`src/rtl/pb_ctrl_pkg.sv`:
```
// Shared types and constants for the push-button scan/event controller.
package pb_ctrl_pkg;

  // Event kinds carried on the output event port.
  typedef enum logic [1:0] {
    PB_EVT_PRESS   = 2'd0,
    PB_EVT_RELEASE = 2'd1,
    PB_EVT_LONG    = 2'd2
  } pb_evt_e;

  localparam int EVT_W = 2;

  // Index width for n items, never narrower than one bit.
  function automatic int id_width(input int n);
    return (n > 1) ? $clog2(n) : 1;
  endfunction

endpackage

```
`src/rtl/pb_rr_arbiter.sv`:
```
// Combinational rotate-priority arbiter: grants the first requester found
// scanning upward from ptr, wrapping from N-1 back to 0.
module pb_rr_arbiter #(
  parameter  int N   = 4,
  localparam int IDW = (N > 1) ? $clog2(N) : 1
) (
  input  logic [N-1:0]   req,
  input  logic [IDW-1:0] ptr,
  output logic [IDW-1:0] gnt_idx,
  output logic           gnt_vld
);

  int idx;

  // Walk the N positions starting at ptr; the first active request wins.
  always_comb begin
    // NOTE: every output of a combinational block gets a default first so no
    // path leaves it unassigned (which would infer a latch).
    gnt_idx = '0;
    gnt_vld = 1'b0;
    idx     = 0;
    for (int k = 0; k < N; k++) begin
      idx = int'(ptr) + k;
      if (idx >= N) idx = idx - N;
      if (!gnt_vld && req[idx]) begin
        gnt_vld = 1'b1;
        gnt_idx = IDW'(idx);
      end
    end
  end

endmodule

```
`src/rtl/pb_scan_event_ctrl.sv`:
```
// Debounces N push buttons off one shared sample tick, turns accepted level
// changes into PRESS/RELEASE events and serialises them onto a single
// valid/ready port through a round-robin arbiter.
// Optional feature macro: PB_LONGPRESS_EN adds per-button hold counters that
// raise one LONG event per press after LONG_TICKS ticks held.
module pb_scan_event_ctrl
  import pb_ctrl_pkg::*;
#(
  parameter  int N_PB         = 4,
  parameter  int TICK_DIV     = 1000,
  parameter  int STABLE_TICKS = 8,
  parameter  int LONG_TICKS   = 500,
  localparam int IDW          = (N_PB > 1) ? $clog2(N_PB) : 1
) (
  input  logic            clk,
  input  logic            rst_n,
  input  logic [N_PB-1:0] pb_raw,
  output logic            evt_valid,
  input  logic            evt_ready,
  output logic [IDW-1:0]  evt_id,
  output pb_evt_e         evt_type,
  output logic [N_PB-1:0] pb_status,
  output logic            ovf,
  input  logic            ovf_clr
);

  localparam int TCW = $clog2(TICK_DIV);
  localparam int SCW = $clog2(STABLE_TICKS + 1);

  logic [N_PB-1:0] sync_a, pb_sync;
  logic [TCW-1:0]  tick_cnt;
  logic            tick;
  logic [SCW-1:0]  stab_cnt [N_PB];
  logic [N_PB-1:0] raise_press, raise_rel, raise_long;
  logic [N_PB-1:0] press_pend, rel_pend, long_pend, req;
  logic [N_PB-1:0] clr_press, clr_rel, clr_long;
  logic [IDW-1:0]  rr_ptr, gnt_idx;
  logic            gnt_vld, load, ovf_set;
  pb_evt_e         gnt_type;

  // Two-flop synchronizer for the asynchronous button pins.
  always_ff @(posedge clk or negedge rst_n) begin
    // NOTE: clocked state is always updated with non-blocking assignments so
    // every flop samples pre-edge values regardless of statement order.
    if (!rst_n) begin
      sync_a  <= '0;
      pb_sync <= '0;
    end else begin
      sync_a  <= pb_raw;
      pb_sync <= sync_a;
    end
  end

  // Shared sample-tick prescaler: one-cycle tick every TICK_DIV clocks.
  assign tick = (tick_cnt == TCW'(TICK_DIV - 1));

  always_ff @(posedge clk or negedge rst_n) begin
    if (!rst_n) tick_cnt <= '0;
    else        tick_cnt <= tick ? '0 : tick_cnt + TCW'(1);
  end

  // Per-button debounce: accept a level after STABLE_TICKS differing ticks.
  always_ff @(posedge clk or negedge rst_n) begin
    if (!rst_n) begin
      pb_status   <= '0;
      raise_press <= '0;
      raise_rel   <= '0;
      // NOTE: this counter array is a handful of flops, not a RAM, so it is
      // reset like any other state; a true memory array would not be.
      for (int i = 0; i < N_PB; i++) stab_cnt[i] <= '0;
    end else begin
      raise_press <= '0;
      raise_rel   <= '0;
      if (tick) begin
        for (int i = 0; i < N_PB; i++) begin
          if (pb_sync[i] != pb_status[i]) begin
            if (stab_cnt[i] == SCW'(STABLE_TICKS - 1)) begin
              pb_status[i]   <= pb_sync[i];
              stab_cnt[i]    <= '0;
              raise_press[i] <= pb_sync[i];
              raise_rel[i]   <= ~pb_sync[i];
            end else begin
              stab_cnt[i] <= stab_cnt[i] + SCW'(1);
            end
          end else begin
            stab_cnt[i] <= '0;
          end
        end
      end
    end
  end

`ifdef PB_LONGPRESS_EN
  localparam int HCW = $clog2(LONG_TICKS + 1);
  logic [HCW-1:0] hold_cnt [N_PB];

  // Hold timer: counts ticks while pressed, fires LONG once, then saturates.
  always_ff @(posedge clk or negedge rst_n) begin
    if (!rst_n) begin
      raise_long <= '0;
      for (int i = 0; i < N_PB; i++) hold_cnt[i] <= '0;
    end else begin
      raise_long <= '0;
      if (tick) begin
        for (int i = 0; i < N_PB; i++) begin
          if (pb_status[i]) begin
            if (hold_cnt[i] != HCW'(LONG_TICKS)) begin
              hold_cnt[i] <= hold_cnt[i] + HCW'(1);
              if (hold_cnt[i] == HCW'(LONG_TICKS - 1)) raise_long[i] <= 1'b1;
            end
          end else begin
            hold_cnt[i] <= '0;
          end
        end
      end
    end
  end
`else
  assign raise_long = '0;
`endif

  // The output register may take a new event when empty or being drained.
  assign load = ~evt_valid | evt_ready;
  assign req  = press_pend | rel_pend | long_pend;

  pb_rr_arbiter #(.N(N_PB)) u_arb (
    .req     (req),
    .ptr     (rr_ptr),
    .gnt_idx (gnt_idx),
    .gnt_vld (gnt_vld)
  );

  // Pick the granted button's highest-priority flag: PRESS > LONG > RELEASE.
  always_comb begin
    clr_press = '0;
    clr_rel   = '0;
    clr_long  = '0;
    gnt_type  = PB_EVT_PRESS;
    if (load && gnt_vld) begin
      if (press_pend[gnt_idx]) begin
        clr_press[gnt_idx] = 1'b1;
      end else if (long_pend[gnt_idx]) begin
        clr_long[gnt_idx] = 1'b1;
        gnt_type          = PB_EVT_LONG;
      end else begin
        clr_rel[gnt_idx] = 1'b1;
        gnt_type         = PB_EVT_RELEASE;
      end
    end
  end

  // A raise hitting a flag that is still set (and not leaving now) is lost.
  assign ovf_set = |((press_pend & ~clr_press & raise_press) |
                     (rel_pend   & ~clr_rel   & raise_rel)   |
                     (long_pend  & ~clr_long  & raise_long));

  // Pending flags (raise wins over same-cycle clear) and sticky overflow.
  always_ff @(posedge clk or negedge rst_n) begin
    if (!rst_n) begin
      press_pend <= '0;
      rel_pend   <= '0;
      long_pend  <= '0;
      ovf        <= 1'b0;
    end else begin
      press_pend <= (press_pend & ~clr_press) | raise_press;
      rel_pend   <= (rel_pend   & ~clr_rel)   | raise_rel;
      long_pend  <= (long_pend  & ~clr_long)  | raise_long;
      if (ovf_set)      ovf <= 1'b1;
      else if (ovf_clr) ovf <= 1'b0;
    end
  end

  // Output event register and round-robin pointer.
  always_ff @(posedge clk or negedge rst_n) begin
    if (!rst_n) begin
      evt_valid <= 1'b0;
      evt_id    <= '0;
      evt_type  <= PB_EVT_PRESS;
      rr_ptr    <= '0;
    end else if (load) begin
      evt_valid <= gnt_vld;
      if (gnt_vld) begin
        evt_id   <= gnt_idx;
        evt_type <= gnt_type;
        rr_ptr   <= (gnt_idx == IDW'(N_PB - 1)) ? '0 : gnt_idx + IDW'(1);
      end
    end
  end

endmodule

```
`config.mk`:
```
export PLATFORM = sky130hd
export DESIGN_NAME = pb_scan_event_ctrl
export DESIGN_NICKNAME = d
export VERILOG_FILES = /design/src/rtl/pb_ctrl_pkg.sv /design/src/rtl/pb_rr_arbiter.sv /design/src/rtl/pb_scan_event_ctrl.sv
export SDC_FILE = /design/constraint.sdc
export NUM_CORES = 1
export LEC_CHECK = 0
export BUFFER_PORTS_ARGS = -buffer_cell sky130_fd_sc_hd__buf_2
export CAP_MARGIN = 20
export CORE_MARGIN = 5
export CORE_UTILIZATION = 60
export CTS_BUF_LIST = sky130_fd_sc_hd__clkbuf_8
export CTS_CLUSTER_DIAMETER = 80
export CTS_CLUSTER_SIZE = 30
export DETAILED_ROUTE_END_ITERATION = 10
export GPL_ROUTABILITY_DRIVEN = 0
export GPL_TIMING_DRIVEN = 0
export PLACE_DENSITY = 0.79
export RECOVER_POWER = 50
export SLEW_MARGIN = 10
export SYNTH_ARGS = -nofsm -noshare
export SYNTH_HDL_FRONTEND = slang
export SYNTH_SLANG_ARGS = --single-unit
export TNS_END_PERCENT = 30
```
`constraint.sdc`:
```
create_clock -name clk -period 4.99 [get_ports clk]
set_clock_uncertainty 0.1 [all_clocks]
set_input_delay 0.2495 -clock clk [delete_from_list [all_inputs] [get_ports clk]]
set_output_delay 0.2495 -clock clk [all_outputs]
set_load 0.005 [all_outputs]
```
==> impl_metrics.csv <==
group,metric,value,unit
power_and_ir_drop,ir_drop,0.000227,V
timing,setup_viol,0,
clocking,cts.sinks,66,
clocking,clock_latency,340,ps
clocking,post_cts_buffers,0,
power_and_ir_drop,p_seq_share,48.4,%
run,cap_viol_max_count,0,
timing,fin_crit_sh,57.8,%
power_and_ir_drop,intPower,903,µW
placed_design,dp_hpwl,3960,µm
synthesis,synth-seq-cells,66,
timing,max_freq,347,MHz
routing,ant_nets,0,
clocking,ctsHtreeMaxLevel,3,
global_routing,grt_pass1_wl,10400,µm
timing,max_slew_margin,46.9,%
cells_and_area,final_core_util,72.5,%
synthesis,ys.flop_type,"dfrtp_1",
cells_and_area,multi_input_area,1340,µm²
global_routing,met2_usage,35.6,%
timing,min_period,2880,ps
cells_and_area,area_growth_syn_to_layout,15.5,%
worst_setup_path,crit_path_max_fanout,6,
worst_setup_path,start_kind,"flip-flop",
cells_and_area,drive_gt1_share,13.9,%
clocking,cts_hold_buf,5,
worst_setup_path,crit_path_cell_trace,"or3_1 -> buf_2 -> o221ai_1 -> a21oi_2 -> inv_1 -> ha_1 -> o22ai_1 -> a21oi_1 -> nand4_1 -> a22oi_1 -> nand4_1",
clocking,root_buffer,"clkbuf_8",
cells_and_area,fin_nets,342,
power_and_ir_drop,power_density,320,nW/µm²
outcome,status,"finished, final reports clean",
placed_design,dpl_worst_slack,2190,ps
routing,via_per_inst,5.69,
synthesis,ys_warn_count,0,
routing,vias,2259,
global_routing,grtUsageMet1,25.6,%
floorplan,fp.dieW,81.0,µm
clocking,cts_buffers,9,
placed_design,numPortBuffers,17,
timing,slew_viol_final,0,
routing,routed_wirelength,5960,µm
timing,max_slew.worst_pin.slew,796,ps
floorplan,start_util,62.7,%
synthesis,synthArstFlopShare,100,%
synthesis,netlist_instances,292,
timing,tns,0,ps
power_and_ir_drop,clock_power_share,49.8,%
synthesis,synth.distinct_cells,44,
global_routing,antenna_found_initial,0,
clocking,ctsResizeCount,0,
floorplan,dieArea,6560,µm²
global_routing,grt_start_max_net_pins,67,
worst_setup_path,cp.required,5080,ps
timing,hold_violations,0,
synthesis,synth_seq_area_share,54.7,%
clocking,clockBufferDepth,2,
worst_setup_path,cp_slowest_cell,"dfrtp_1",
clocking,cts_tree,"done",
power_and_ir_drop,swShare,19.3,%
routing,first_pass_iters,5,
min_path,hold_class,"in -> reg",
floorplan,fp-row-count,25,
synthesis,synth.top_cell.area_share,54.7,%
global_routing,grt_most_used_layer,"met2",
worst_setup_path,max_stage_delay,410,ps
synthesis,post_synth.cell_area_avg,10.3,µm²
worst_setup_path,arrival,2980,ps
worst_setup_path,crit_path_end_kind,"flip-flop",
floorplan,core_area,4820,µm²
synthesis,synth_area,3020,µm²
routing,drc_errors,0,
synthesis,yosys.area.top_type,"dfrtp_1",
timing,rsz0062_at_grt,"no",
routing,wl_per_cell,15.0,µm
worst_setup_path,crit_path_frequent_cell,"nand4_1",
global_routing,grt_util_met3,5.10,%
clocking,clk_pin_slew,70,ps
power_and_ir_drop,comb_power_share,1.8,%
global_routing,grt-ovfl-total,0,
timing,setup_slack,2110,ps
cells_and_area,seqCellArea,1650,µm²
power_and_ir_drop,power.leakage,0.00165,µW
routing,first_iter_violations,148,
worst_setup_path,path_class,"reg -> reg",
synthesis,synth_area_leaders,"dfrtp_1 55%, nand2_1 6.5%, o21ai_0 4.0%, ha_1 3.7%, nor2_1 2.7%",
synthesis,syn-num-nets,309,
cells_and_area,fill_cells,363,
floorplan,num_io_pins,18,
cells_and_area,antenna_cells,0,
global_routing,grt_pass1_vias,2244,
power_and_ir_drop,p_sw,216,µW
floorplan,fp.dieH,81.0,µm
synthesis,synth_edf_count,0,
global_routing,globalRouteTotalUtil,20.9,%
-- cells by family after synthesis --
logic type	share of synthesized area (%)
compound gates	13.0
xor+xnor	3.77
fa+ha+maj	3.73
buf+inv	1.16
flops	54.7
mux	2.53
simple gates	21.2
-- power by group through the flow --
stage          Sequential, µW  Combinational (µW)  Clock [µW]
3_5_place_dp              551                18.4           0
6_report                  541                20.6         557
3_3_place_gp              551                17.8           0
2_1_floorplan             550                4.51           0
5_1_grt                   541                24.4         589
4_1_cts                   541                21.6         562
-- worst max-delay path: cells and delay by family, from the launching register on --
kind | cells | cell delay [ps]
AOI/OAI and AO/OA | 5 | 970
adders and majority gates | 1 | 280
DFF | 1 | 410
buffers and inverters | 2 | 330
and+or+nand+nor | 3 | 640
-- metal layers --
layer | wire (µm) | part of all wire (%)
met5 | 0 | 0
met1 | 2620 | 44
met4 | 17 | 0.29
met3 | 263 | 4.4
met2 | 3050 | 51
-- area by class of cell --
type | instances | area share [%]
buffer | 5 | 0.573
clock buffer | 11 | 4.34
inverter | 4 | 0.430
sequential | 66 | 47.3
multi-input combinational | 217 | 38.2
timing repair buffer | 22 | 3.84
clock inverter | 5 | 2.87
tap | 67 | 2.40
-- cells in the final DEF, fill, tap and decap left out, types with 7 or more instances in the layout --
| cell type | count |
|---|---|
| nand2_1 | 52 |
| clkbuf_8 | 11 |
| a21oi_1 | 7 |
| xor2_1 | 7 |
| ha_1 | 9 |
| nor3_1 | 7 |
| o21ai_0 | 24 |
| buf_2 | 14 |
| a21o_1 | 7 |
| nand3_1 | 13 |
| nor2_1 | 22 |
| dfrtp_1 | 66 |
| clkbuf_1 | 7 |
-- through the flow --
step,power (µW),cells,hold WS (ps),instance area [µm²]
final,1120,397,117,3490
after global routing,1150,397,126,3490
after CTS,1130,397,111,3490
after detailed placement,569,376,237,3190
after global placement,569,376,232,3190
after floorplan,555,292,-146,3020
-- cell usage after synthesis (2+ instances only) --
library cell	number
xnor2_1	6
o21ai_0	24
o221ai_1	2
nor3b_1	2
mux2i_1	2
nand4_1	6
a21o_1	7
nand3_1	13
or3_1	4
nand2_1	52
a32o_1	2
dfrtp_1	66
and3b_1	3
a21boi_0	5
ha_1	9
nor2_1	22
inv_1	4
nor2b_1	2
nand2b_1	3
nor4b_1	3
xor2_1	7
nor3_1	7
clkbuf_1	4
mux2_2	5
and2_1	5
a21oi_1	7
nand3b_1	3
-- path summary, 6_finish.rpt --
kind / depth (start not counted) / endpoint / startpoint / slack, ps
worst min register to register: 0 / pb_sync[0] / sync_a[0] / 260
worst max register to register: 11 / ovf / press_pend[1] / 2110
min in group asynchronous: 2 / evt_id[1] / rst_n / 430
max in group asynchronous: 2 / pb_status[0] / rst_n / 3820
worst min-delay path: 3 / evt_valid / evt_ready / 120
worst max-delay path: 11 / ovf / press_pend[1] / 2110
-- flip-flops by register name, summed over array words and instances, names as in the netlist, 4 cells and up --
| signal | cells |
|---|---|
| long_pend | 4 |
| stab_cnt | 16 |
| pb_status | 4 |
| raise_rel | 4 |
| pb_sync | 4 |
| sync_a | 4 |
| press_pend | 4 |
| rel_pend | 4 |
| tick_cnt | 10 |
| raise_press | 4 |
Note: power is estimated with default switching activity, not from simulation.
